===== src/rtl/hc4_rom_loader_pkg.sv =====
// Shared definitions for the HC4 program-ROM loader.
// Frame order: SYNC, ADDR_HI, ADDR_LO, LEN_HI, LEN_LO, DATA x N, CSUM.
// The state encoding below follows that field order one state per field.
package hc4_rom_loader_pkg;

  // One state per frame field; each advances on an accepted byte
  typedef enum logic [2:0] {
    S_IDLE = 3'd0,  // hunting for SYNC
    S_AHI  = 3'd1,  // address high nibble
    S_ALO  = 3'd2,  // address low byte
    S_LHI  = 3'd3,  // (length-1) high nibble
    S_LLO  = 3'd4,  // (length-1) low byte
    S_DATA = 3'd5,  // payload bytes written to ROM
    S_CSUM = 3'd6   // trailing checksum byte
  } state_t;

  localparam logic [7:0] DEF_SYNC_BYTE      = 8'hA5;
  localparam int         DEF_TIMEOUT_CYCLES = 65535;
  localparam int         HC4_ADDR_W         = 12;

  // Header high bytes only carry a 4-bit field; the upper nibble must be zero
  function automatic logic hdr_nibble_ok(input logic [7:0] b);
    return (b[7:4] == 4'h0);
  endfunction

endpackage


===== src/rtl/hc4_loader_timeout.sv =====
// Purpose: inter-byte idle watchdog for the loader (reloadable down-counter).
// Latency: expire is combinational, asserted during the TIMEOUT_CYCLES-th idle clock.
// Backpressure: none; it only observes activity and never stalls the stream.
module hc4_loader_timeout #(
  parameter int TIMEOUT_CYCLES = 65535
) (
  input  logic clk,
  input  logic nReset,
  input  logic clear,   // reload: an accepted byte, or no frame in progress
  input  logic en,      // count while a frame is in progress
  output logic expire
);

  localparam int CW = $clog2(TIMEOUT_CYCLES + 1);

  logic [CW-1:0] cnt;

  // Reload on activity, otherwise count down the remaining idle budget
  always_ff @(posedge clk or negedge nReset) begin
    if (!nReset) begin
      cnt <= '0;
    end else if (clear) begin
      cnt <= CW'(TIMEOUT_CYCLES);
    end else if (en && (cnt != '0)) begin
      cnt <= cnt - CW'(1);
    end
  end

  // Last idle clock of the budget: the loader aborts on this edge
  always_comb begin
    expire = en && !clear && (cnt == CW'(1));
  end

endmodule


===== src/rtl/hc4_rom_loader.sv =====
// Purpose: parse framed byte stream, write payload to HC4 program ROM, own core reset.
// Latency: each data byte appears on the ROM write port 1 clock after it is accepted.
// Backpressure: none; rx_ready is high whenever out of reset, one byte per clock.
module hc4_rom_loader
  import hc4_rom_loader_pkg::*;
#(
  parameter logic [7:0] SYNC_BYTE      = DEF_SYNC_BYTE,
  parameter int         TIMEOUT_CYCLES = DEF_TIMEOUT_CYCLES,
  parameter int         ADDR_W         = HC4_ADDR_W
) (
  input  logic              clk,
  input  logic              nReset,
  input  logic [7:0]        rx_data,
  input  logic              rx_valid,
  output logic              rx_ready,
  output logic              rom_we,
  output logic [ADDR_W-1:0] rom_addr,
  output logic [7:0]        rom_wdata,
  output logic              cpu_nReset,
  output logic              busy,
  output logic              done,
  output logic              error
);

  state_t            state, state_d;
  logic [ADDR_W-1:0] addr, addr_d;
  logic [ADDR_W-1:0] remain, remain_d;
  logic [7:0]        acc, acc_d, acc_sum;
  logic              rom_we_d, done_d, error_d, cpu_nreset_d;
  logic [ADDR_W-1:0] rom_addr_d;
  logic [7:0]        rom_wdata_d;
  logic              tmo_expire;

  assign rx_ready = nReset;
  assign busy     = (state != S_IDLE);
  assign acc_sum  = acc + rx_data;

  hc4_loader_timeout #(
    .TIMEOUT_CYCLES(TIMEOUT_CYCLES)
  ) u_timeout (
    .clk    (clk),
    .nReset (nReset),
    .clear  (!busy || rx_valid),
    .en     (busy),
    .expire (tmo_expire)
  );

  // State and output registers; reset puts the core back into reset
  always_ff @(posedge clk or negedge nReset) begin
    if (!nReset) begin
      state      <= S_IDLE;
      addr       <= '0;
      remain     <= '0;
      acc        <= '0;
      rom_we     <= 1'b0;
      rom_addr   <= '0;
      rom_wdata  <= '0;
      cpu_nReset <= 1'b0;
      done       <= 1'b0;
      error      <= 1'b0;
    end else begin
      state      <= state_d;
      addr       <= addr_d;
      remain     <= remain_d;
      acc        <= acc_d;
      rom_we     <= rom_we_d;
      rom_addr   <= rom_addr_d;
      rom_wdata  <= rom_wdata_d;
      cpu_nReset <= cpu_nreset_d;
      done       <= done_d;
      error      <= error_d;
    end
  end

  // Frame parser: next state, header capture, ROM write and verdict
  always_comb begin
    state_d      = state;
    addr_d       = addr;
    remain_d     = remain;
    acc_d        = acc;
    rom_we_d     = 1'b0;
    rom_addr_d   = rom_addr;
    rom_wdata_d  = rom_wdata;
    cpu_nreset_d = cpu_nReset;
    done_d       = 1'b0;
    error_d      = error;

    if (rx_valid) begin
      if (state != S_IDLE) begin
        acc_d = acc_sum;
      end
      case (state)
        S_IDLE: begin
          if (rx_data == SYNC_BYTE) begin
            error_d      = 1'b0;
            cpu_nreset_d = 1'b0;
            acc_d        = '0;
            state_d      = S_AHI;
          end
        end
        S_AHI: begin
          if (!hdr_nibble_ok(rx_data)) begin
            error_d = 1'b1;
            state_d = S_IDLE;
          end else begin
            addr_d  = {rx_data[3:0], addr[7:0]};
            state_d = S_ALO;
          end
        end
        S_ALO: begin
          addr_d  = {addr[ADDR_W-1:8], rx_data};
          state_d = S_LHI;
        end
        S_LHI: begin
          if (!hdr_nibble_ok(rx_data)) begin
            error_d = 1'b1;
            state_d = S_IDLE;
          end else begin
            remain_d = {rx_data[3:0], remain[7:0]};
            state_d  = S_LLO;
          end
        end
        S_LLO: begin
          remain_d = {remain[ADDR_W-1:8], rx_data};
          state_d  = S_DATA;
        end
        S_DATA: begin
          rom_we_d    = 1'b1;
          rom_addr_d  = addr;
          rom_wdata_d = rx_data;
          addr_d      = addr + ADDR_W'(1);
          if (remain == '0) begin
            state_d = S_CSUM;
          end else begin
            remain_d = remain - ADDR_W'(1);
          end
        end
        S_CSUM: begin
          if (acc_sum == 8'h00) begin
            done_d       = 1'b1;
            cpu_nreset_d = 1'b1;
          end else begin
            error_d = 1'b1;
          end
          state_d = S_IDLE;
        end
        default: begin
          state_d = S_IDLE;
        end
      endcase
    end else if (tmo_expire) begin
      error_d = 1'b1;
      state_d = S_IDLE;
    end
  end

endmodule

===== config.mk =====
export PLATFORM = sky130hd
export DESIGN_NAME = hc4_rom_loader
export DESIGN_NICKNAME = d
export VERILOG_FILES = /design/src/rtl/hc4_rom_loader_pkg.sv /design/src/rtl/hc4_loader_timeout.sv /design/src/rtl/hc4_rom_loader.sv
export SDC_FILE = /design/constraint.sdc
export NUM_CORES = 1
export LEC_CHECK = 0
export BUFFER_PORTS_ARGS = -buffer_cell sky130_fd_sc_hd__clkbuf_2
export CAP_MARGIN = 25
export CORE_ASPECT_RATIO = 1.4
export CORE_UTILIZATION = 50
export CTS_BUF_LIST = sky130_fd_sc_hd__clkbuf_4 sky130_fd_sc_hd__clkbuf_8
export CTS_CLUSTER_DIAMETER = 200
export DETAILED_ROUTE_END_ITERATION = 8
export PLACE_DENSITY_LB_ADDON = 0.3
export SLEW_MARGIN = 25
export SYNTH_ARGS = -nofsm -noshare
export SYNTH_HDL_FRONTEND = slang
export SYNTH_SLANG_ARGS = --single-unit

===== constraint.sdc =====
create_clock -name clk -period 3.15 [get_ports clk]
set_input_delay 0.63 -clock clk [delete_from_list [all_inputs] [get_ports clk]]
set_output_delay 0.63 -clock clk [all_outputs]
set_load 0.03 [all_outputs]

==> results of run 1 <==
[power breakdown]
part	internal, mW	switching, mW	total (mW)
clock network	0.442	0.362	0.804
logic	0.461	0.716	1.18
registers	1.16	0.203	1.37
[metal layers]
| metal | GRT usage | up-vias | part of all wire |
|---|---|---|---|
| met5 | 0 | - | 0 |
| met4 | 0.164 | 0 | 0.044 |
| met3 | 0.0461 | 32 | 0.041 |
| met2 | 0.416 | 88 | 0.51 |
| met1 | 0.274 | 1733 | 0.40 |
| li1 | - | 1651 | - |
[cell usage in the layout, fill, tap and decap left out, drive strengths merged, types with 2 or more instances in the layout]
cell type  Yosys  final
and3           6      6
inv           21     22
xnor2          9      9
a211oi         5      5
nand4          2      2
nor2b          2      2
nand3          5      5
nor4bb         2      2
xor2           7      7
clkbuf         9     48
nand2b         6      6
dfrtp         75     75
nand2         40     40
a22oi          4      4
nor2          32     32
o211ai         2      2
buf            6      7
mux2          15     15
a32oi          3      3
ha            12     12
or4            4      4
or3            7      7
or4b           2      2
a21oi         27     27
a32o           3      3
nor3b          4      4
nor4b          2      2
nor4          10     10
o21ai         47     47
a22o          16     16
a31oi          4      4
nor3          16     16
[sequential cells by signal (all words and copies together), names as in the netlist]
| name | cells |
|---|---|
| state | 3 |
| u_timeout.cnt | 16 |
| cpu_nReset | 1 |
| remain | 12 |
| rom_addr | 12 |
| error | 1 |
| addr | 12 |
| rom_we | 1 |
| done | 1 |
| acc | 8 |
| rom_wdata | 8 |
[path summary, 6_finish.rpt]
path	endpoint	slack [ns]	from	cells past startpoint
max in group asynchronous	remain[3]	2.29	nReset	2
worst max register to register	u_timeout.cnt[7]	0.65	u_timeout.cnt[0]	8
min in group clk	rom_addr[3]	0.49	rom_addr[3]	2
worst max-delay path	u_timeout.cnt[7]	0.65	u_timeout.cnt[0]	8
worst min-delay path	rom_addr[10]	0.40	nReset	2
worst min register to register	rom_addr[3]	0.49	rom_addr[3]	2
[metrics by stage]
step | cells | setup slack [ns] | area [µm²] | hold slack, ns | power, mW
CTS | 575 | 0.670 | 4670 | 0.498 | 3.35
finish | 575 | 0.651 | 4680 | 0.399 | 3.35
global placement | 559 | 0.313 | 4460 | 0.464 | 2.50
detailed placement | 559 | 0.308 | 4460 | 0.480 | 2.55
global route | 575 | 0.417 | 4680 | 0.448 | 3.55
floorplan | 430 | 0.603 | 4170 | 0.334 | 2.20
[cells by family after synthesis]
kind of cell,after synthesis,share of synthesized area
compound gates,129,0.204
flops,75,0.450
xor+xnor,16,0.0336
simple gates,146,0.195
fa+ha+maj,13,0.0408
mux,15,0.0405
buf+inv,36,0.0363
[final cells by class]
class,instances,area (µm²),area share
clock buffer,13,173,0.0369
timing repair buffer,42,231,0.0495
inverter,21,78.8,0.0169
clock inverter,3,43.8,0.00936
tap,102,128,0.0273
multi-input combinational,319,2150,0.459
sequential,75,1880,0.401
[worst register-to-register path: stages (launching register included)]
cell	delay, ns
dfrtp_1	0.40
inv_1	0.10
ha_1	0.22
or4b_1	0.53
or3_1	0.50
o211a_4	0.32
nand2_1	0.08
xor2_1	0.16
nand2_1	0.07
==> results.yml, run 1 <==
status:
  status: "finished with violations"
  violations: "design-rule violations"
yosys:
  synth_top_area_cell: "dfrtp_1"
  synthTopCellsByCount: "dfrtp_1, o21ai_0, nand2_1"
  synth_top_area_share: 0.450
  synth-seq-cells: 75
  synthDistinctLibCells: 69
  syn_avg_cell_area_um2: 9.71
  ys_seq_area_frac: 0.450
  netlist_area_mm2: 0.00417
  async_flop_share: 1.00
  synth_area_leaders: "dfrtp_1, o21ai_0, mux2_2, ha_1, nand2_1"
  syn_nets: 454
  yosysMostFrequentCell: "dfrtp_1"
  synth_ff_type: "dfrtp_1"
  ys.warnings.count: 0
  synth_edf_count: 0
  syn_inst: 430
worst_setup_path:
  cp-end-kind: "flop"
  cp_max_fo: 7
  cp_num_buf_inv: 1
  crit_type: "reg -> reg"
  cp_data_arrival_time_ns: 2.74
  start_kind: "flop"
  crit_family: "simple AND/OR/NAND/NOR gates"
  crit_slowest_cell: "or4b_1"
  cp_cell_sequence: "inv_1 -> ha_1 -> or4b_1 -> or3_1 -> o211a_4 -> nand2_1 -> xor2_1 -> nand2_1"
  slowest_delay_ns: 0.53
  critPathMostFrequentCell: "nand2_1"
  worst-endpoint-required_ns: 3.39
global_route:
  grt_pass1_wl_mm: 16.0
  grt_pass1_vias: 3401
  antenna_found_initial: 0
  grt_max_degree: 76
  grt_overflow: 0
  track_usage: 0.243
sta:
  min_period_over_period: 0.793
  fin_crit_ns: 2.50
  max_freq_ghz: 0.400
  finalSetupTns_ns: 0
  rsz0062_at_grt: "no"
  final-setup-viol-count: 0
  worst-slew-pin-transition_ns: 0.875
  skew_ns: 0.00872
  slew_headroom: 0.415
  hold_violations: 0
  slew_viol_final: 0
route:
  wl_per_cell_um: 17.2
  drt_wl_total_mm: 9.87
  drc: 2
  vias: 3504
  antenna_left: 0
  drtPass1Iterations: 7
  dr.first_iter.drc_count: 328
  viasPerCell: 6.09
power:
  ir_drop_mv: 0.360
  p_leak_nw: 2.06
  p_per_area_mw_per_mm2: 716
clocking:
  cts_buffers: 9
  cts_setup_buffers: 0
  cts_resized: 0
  htreeDepth: 3
  cts.sinks: 75
  cts_buffer_depth: 2
  clk_latency_ns: 0.36
  ctsHoldBuffers: 0
  clkTransAtPathRegs_ns: 0.08
  cts_root_buffer: "clkbuf_8"
  tritoncts: "done"
layout:
  nNetsFinal: 492
  utilization: 0.574
  synthToLayoutAreaGrowth_pct: 12.1
  layout-drive-gt1-share: 0.195
  antenna_cells: 0
  fillers: 696
floorplanning:
  coreArea_mm2: 0.00815
  ios: 37
  die_area_mm2: 0.00872
  die_width_um: 79.2
  initial_utilization: 0.512
  row_count: 39
  die-height_um: 110
placement:
  gp_congestion: 0.945
  numPortBuffers: 36
  place_hpwl_mm: 6.95
hold_path:
  worstHoldPathType: "in -> async"
flow_run:
  cap_violations: 0
(Power assumes the default switching activity.)
==> run 2: changes to the inputs <==
==> constraint.sdc (replaced) <==
create_clock -name clk -period 2.3 [get_ports clk]
set_input_delay 0.46 -clock clk [delete_from_list [all_inputs] [get_ports clk]]
set_output_delay 0.46 -clock clk [all_outputs]
set_load 0.03 [all_outputs]
==> run 2 against run 1 <==
The run now ends clean. Worst hold slack lost 0.26 ns. First-iteration DRC count shrank 22%. Critical path depth is the same. Register-to-register slack lost 0.62 ns. Clock-buffer cell count shrank 1.
==> results.yml, run 2 (same netlist as run 1, synthesis figures left out) <==
global_route:
  grt_pass1_vias: 3692
  grt_pass1_wl_mm: 17.5
  track_usage: 0.266
  grt_overflow: 0
  grt_max_degree: 42
  antenna_found_initial: 0
sta:
  slew_headroom: 0.595
  worst-slew-pin-transition_ns: 0.606
  max_freq_ghz: 0.441
  min_period_over_period: 0.987
  slew_viol_final: 0
  hold_violations: 0
  final-setup-viol-count: 0
  rsz0062_at_grt: "yes"
  hold_slack_ns: 0.142
  fin_crit_ns: 2.27
  skew_ns: 0.00678
  fin_ws_ns: 0.0302
placement:
  place_hpwl_mm: 7.68
  dp_slack_ns: -0.255
  dpl_cell_area_mm2: 0.00473
  numPortBuffers: 36
  gp_congestion: 0.905
floorplanning:
  die_width_um: 79.2
  row_count: 39
  ios: 37
  die_area_mm2: 0.00872
  coreArea_mm2: 0.00815
  initial_utilization: 0.512
  die-height_um: 110
route:
  drc: 0
  dr.first_iter.drc_count: 256
  wl_per_cell_um: 17.7
  viasPerCell: 6.08
  drt_wl_total_mm: 10.9
  vias: 3754
  antenna_left: 0
  drtPass1Iterations: 6
layout:
  largest_register_ff_count: 16
  layout-drive-gt1-share: 0.289
  register_area_mm2: 0.00188
  postLayoutCellArea_mm2: 0.00507
  nNetsFinal: 535
  fillers: 690
  antenna_cells: 0
  final_common_cell: "dfrtp_1"
  largest_register: "u_timeout.cnt"
  synthToLayoutAreaGrowth_pct: 21.4
  multi_input_area_mm2: 0.00226
  final_cell_mix: "dfrtp_1, buf_4, o21ai_0"
power:
  p_leak_nw: 2.26
  ir_drop_mv: 0.620
  p_per_area_mw_per_mm2: 954
worst_setup_path:
  r2r_end: "error"
  cp_max_fo: 3
  cp_data_arrival_time_ns: 2.50
  crit_type: "reg -> reg"
  rr_startpoint: "acc[0]"
  worst-endpoint-required_ns: 2.53
  cp-end-kind: "flop"
  start_kind: "flop"
  r2r_cells: 8
  reg2reg_slack_ns: 0.03
clocking:
  clk_latency_ns: 0.36
  tritoncts: "done"
  clkTransAtPathRegs_ns: 0.08
  cts_buffers: 9
  cts_root_buffer: "clkbuf_8"
  cts.sinks: 75
  ctsHoldBuffers: 0
  htreeDepth: 3
  cts_buffer_depth: 2
flow_run:
  cap_violations: 0
status:
  status: "completed"
hold_path:
  worstHoldPathType: "in -> async"
run 2: stage by stage:
| step | instances | utilization | total power, mW | setup TNS, ns |
|---|---|---|---|---|
| after floorplan | 430 | - | 3.03 | 0 |
| after global placement | 594 | 0.580 | 3.65 | -0.401 |
| after detailed placement | 594 | 0.580 | 3.71 | -0.565 |
| after CTS | 609 | 0.602 | 4.64 | -0.00101 |
| after global routing | 617 | 0.622 | 5.11 | -0.280 |
| final | 617 | 0.622 | 4.83 | 0 |
run 2: timing repair:
action,in CTS,in global routing
endpoints found under the setup margin,8,12
gates resized for setup,2,19
pin swaps,1,17
setup buffers,0,8
run 2: report_power, final:
group / switching (mW) / internal [mW] / total, mW
Sequential: 0.244 / 1.59 / 1.84
Clock: 0.479 / 0.434 / 0.913
Combinational: 1.17 / 0.908 / 2.08
run 2: worst max-delay path by stage:
stage	start	endpoint	slack [ns]	depth (start not counted)
floorplan	rx_data[0]	error	0.01	8
global placement	rx_data[0]	error	-0.19	9
detailed placement	rx_data[0]	error	-0.26	9
CTS	acc[0]	error	-0.001	8
global route	acc[0]	error	-0.08	8
finish	acc[0]	error	0.03	8
run 2: cell type report:
type / count / area share
Clock buffer: 12 / 0.0301
Clock inverter: 3 / 0.00296
Inverter: 21 / 0.0156
Multi-Input combinational cell: 319 / 0.447
Sequential cell: 75 / 0.371
Tap cell: 102 / 0.0252
Timing Repair Buffer: 85 / 0.109
run 2: critical path, stage by stage, from the launching register on:
cell	delay (ns)
dfrtp_1	0.41
ha_4	0.17
fa_2	0.34
a211oi_2	0.29
or4_1	0.19
o2111ai_2	0.13
or2_4	0.27
nor4_4	0.24
nor3_1	0.08
run 2: layer usage:
metal  vias up  GRT usage  share of wire
met5         -          0              0
met1      1859      0.309           0.40
li1       1742          -              -
met3        27     0.0444          0.042
met4         0      0.144          0.031
met2       126      0.466           0.53
==> run 3: changes to the inputs <==
--- a/config.mk
+++ b/config.mk
@@ -8,7 +8,7 @@
 export BUFFER_PORTS_ARGS = -buffer_cell sky130_fd_sc_hd__clkbuf_2
 export CAP_MARGIN = 25
 export CORE_ASPECT_RATIO = 1.4
-export CORE_UTILIZATION = 50
+export CORE_UTILIZATION = 45
 export CTS_BUF_LIST = sky130_fd_sc_hd__clkbuf_4 sky130_fd_sc_hd__clkbuf_8
 export CTS_CLUSTER_DIAMETER = 200
 export DETAILED_ROUTE_END_ITERATION = 8
==> run 3 against run 2 <==
The run now ends with negative setup slack left. Clock skew about the same. Worst setup slack got worse by 0.079 ns. Global-route usage decreased by 2.9 points. Sequential share of layout area shrank 0.48 points. Die area is 11% higher. Critical endpoint is now cpu_nReset. Largest cell class unchanged.
==> results.yml, run 3 (same netlist as run 1, synthesis figures left out) <==
layout:
  stdcell_count: 623
  multi_input_area_mm2: 0.00226
  final_common_cell: "dfrtp_1"
  layout-drive-gt1-share: 0.298
  synthToLayoutAreaGrowth_pct: 22.9
  nNetsFinal: 535
  fillers: 814
  largest_register: "u_timeout.cnt"
  final_cell_mix: "dfrtp_1, buf_4, o21ai_0"
  postLayoutCellArea_mm2: 0.00513
  largest_register_ff_count: 16
  antenna_cells: 0
  register_area_mm2: 0.00188
worst_setup_path:
  cp_data_arrival_time_ns: 2.61
  crit_type: "reg -> reg"
  cp-end-kind: "flop"
  worst-endpoint-required_ns: 2.56
  start_kind: "flop"
  cp_max_fo: 2
floorplanning:
  die_width_um: 83.4
  ios: 37
  initial_utilization: 0.462
  coreArea_mm2: 0.00903
  die_area_mm2: 0.00967
  row_count: 41
  die-height_um: 116
global_route:
  track_usage: 0.237
  antenna_found_initial: 0
  grt_pass1_wl_mm: 17.9
  grt_pass1_vias: 3707
  grt_overflow: 0
  grt_max_degree: 76
sta:
  fin_ws_ns: -0.0493
  finalSetupTns_ns: -0.0626
  final-setup-viol-count: 2
  hold_violations: 0
  min_period_over_period: 1.02
  rsz0062_at_grt: "yes"
  fin_crit_ns: 2.35
  hold_slack_ns: 0.110
  skew_ns: 0.00635
  slew_headroom: 0.594
  worst-slew-pin-transition_ns: 0.606
  slew_viol_final: 0
  max_freq_ghz: 0.426
power:
  pwr-share-clk: 0.202
  p_int_mw: 3.10
  p_seq_frac: 0.361
  p_comb_frac: 0.436
  p_per_area_mw_per_mm2: 992
  p_leak_nw: 2.27
  ir_drop_mv: 0.483
  swShare: 0.391
  p_sw_mw: 1.99
flow_run:
  cap_violations: 0
clocking:
  ctsHoldBuffers: 0
  cts.sinks: 75
  cts_root_buffer: "clkbuf_8"
  tritoncts: "done"
  cts_buffers: 9
  htreeDepth: 3
  clk_latency_ns: 0.36
  cts_buffer_depth: 2
  clkTransAtPathRegs_ns: 0.08
route:
  viasPerCell: 5.92
  drt_wl_total_mm: 10.7
  drc: 0
  dr.first_iter.drc_count: 233
  antenna_left: 0
  vias: 3686
  drtPass1Iterations: 4
  wl_per_cell_um: 17.2
status:
  status: "finished with violations"
  violations: "negative setup slack"
hold_path:
  worstHoldPathType: "in -> async"
placement:
  place_hpwl_mm: 7.49
  dpl_cell_area_mm2: 0.00475
  dp_slack_ns: -0.243
  numPortBuffers: 36
  gp_congestion: 0.923
  placed_cells: 598
## run 3: cell types whose count changed in the layout (fill, tap and decap cells not counted), sizes merged
| cell | previous run | this run |
|---|---|---|
| clkinv | 3 | 2 |
| bufinv | 0 | 1 |
| clkbuf | 47 | 45 |
| clkinvlp | 0 | 3 |
## run 3: final timing paths
path	depth (start not counted)	slack [ns]	from	end
setup reg to reg	10	-0.05	acc[0]	cpu_nReset
min in group clk	2	0.49	rom_addr[4]	rom_addr[4]
hold reg to reg	2	0.49	rom_addr[4]	rom_addr[4]
max in group asynchronous	2	1.82	nReset	rom_addr[0]
hold / removal	2	0.11	nReset	acc[5]
setup / recovery	10	-0.05	acc[0]	cpu_nReset
## run 3: per-stage QoR
| step | total power, mW | util |
|---|---|---|
| finish | 5.09 | 0.568 |
| global route | 5.43 | 0.568 |
| CTS | 4.85 | 0.551 |
| detailed placement | 3.76 | 0.526 |
| global placement | 3.69 | 0.526 |
| floorplan | 3.03 | - |
## run 3: layout make-up
class,instances,share of cell area
multi-input cells,319,0.442
clock inverters,6,0.0129
well taps,107,0.0261
inverters,21,0.0154
clock buffers,10,0.0256
repair buffers,85,0.112
flip-flops and latches,75,0.366
## run 3: repair_timing
action / 4_1_cts / 5_1_grt
gates resized for setup: 5 / 22
setup endpoints to repair: 2 / 15
gates cloned: 0 / 1
setup buffers: 0 / 8
pin swaps: 3 / 15
## run 3: worst max-delay path: stages, from the launching register on
cell       delay [ns]
dfrtp_1          0.42
ha_4             0.18
fa_2             0.36
a211oi_4         0.29
buf_4            0.16
buf_4            0.09
o211ai_1         0.16
o2111ai_4        0.16
or2_4            0.19
nor3_4           0.05
o21ba_1          0.18
## run 3: power groups by stage
| stage | Combinational, mW | Sequential [mW] | Clock (mW) |
|---|---|---|---|
| floorplan | 1.12 | 1.91 | 0 |
| global placement | 1.85 | 1.84 | 0 |
| detailed placement | 1.90 | 1.85 | 0 |
| CTS | 1.96 | 1.83 | 1.06 |
| global route | 2.43 | 1.88 | 1.12 |
| finish | 2.22 | 1.84 | 1.03 |
## run 3: metal layers
layer  vias up  share of wire  GRT usage
met5         -              0          0
met4         0          0.032      0.116
met3        24          0.034     0.0563
met2        85           0.52      0.403
met1      1837           0.41      0.284
li1       1740              -          -
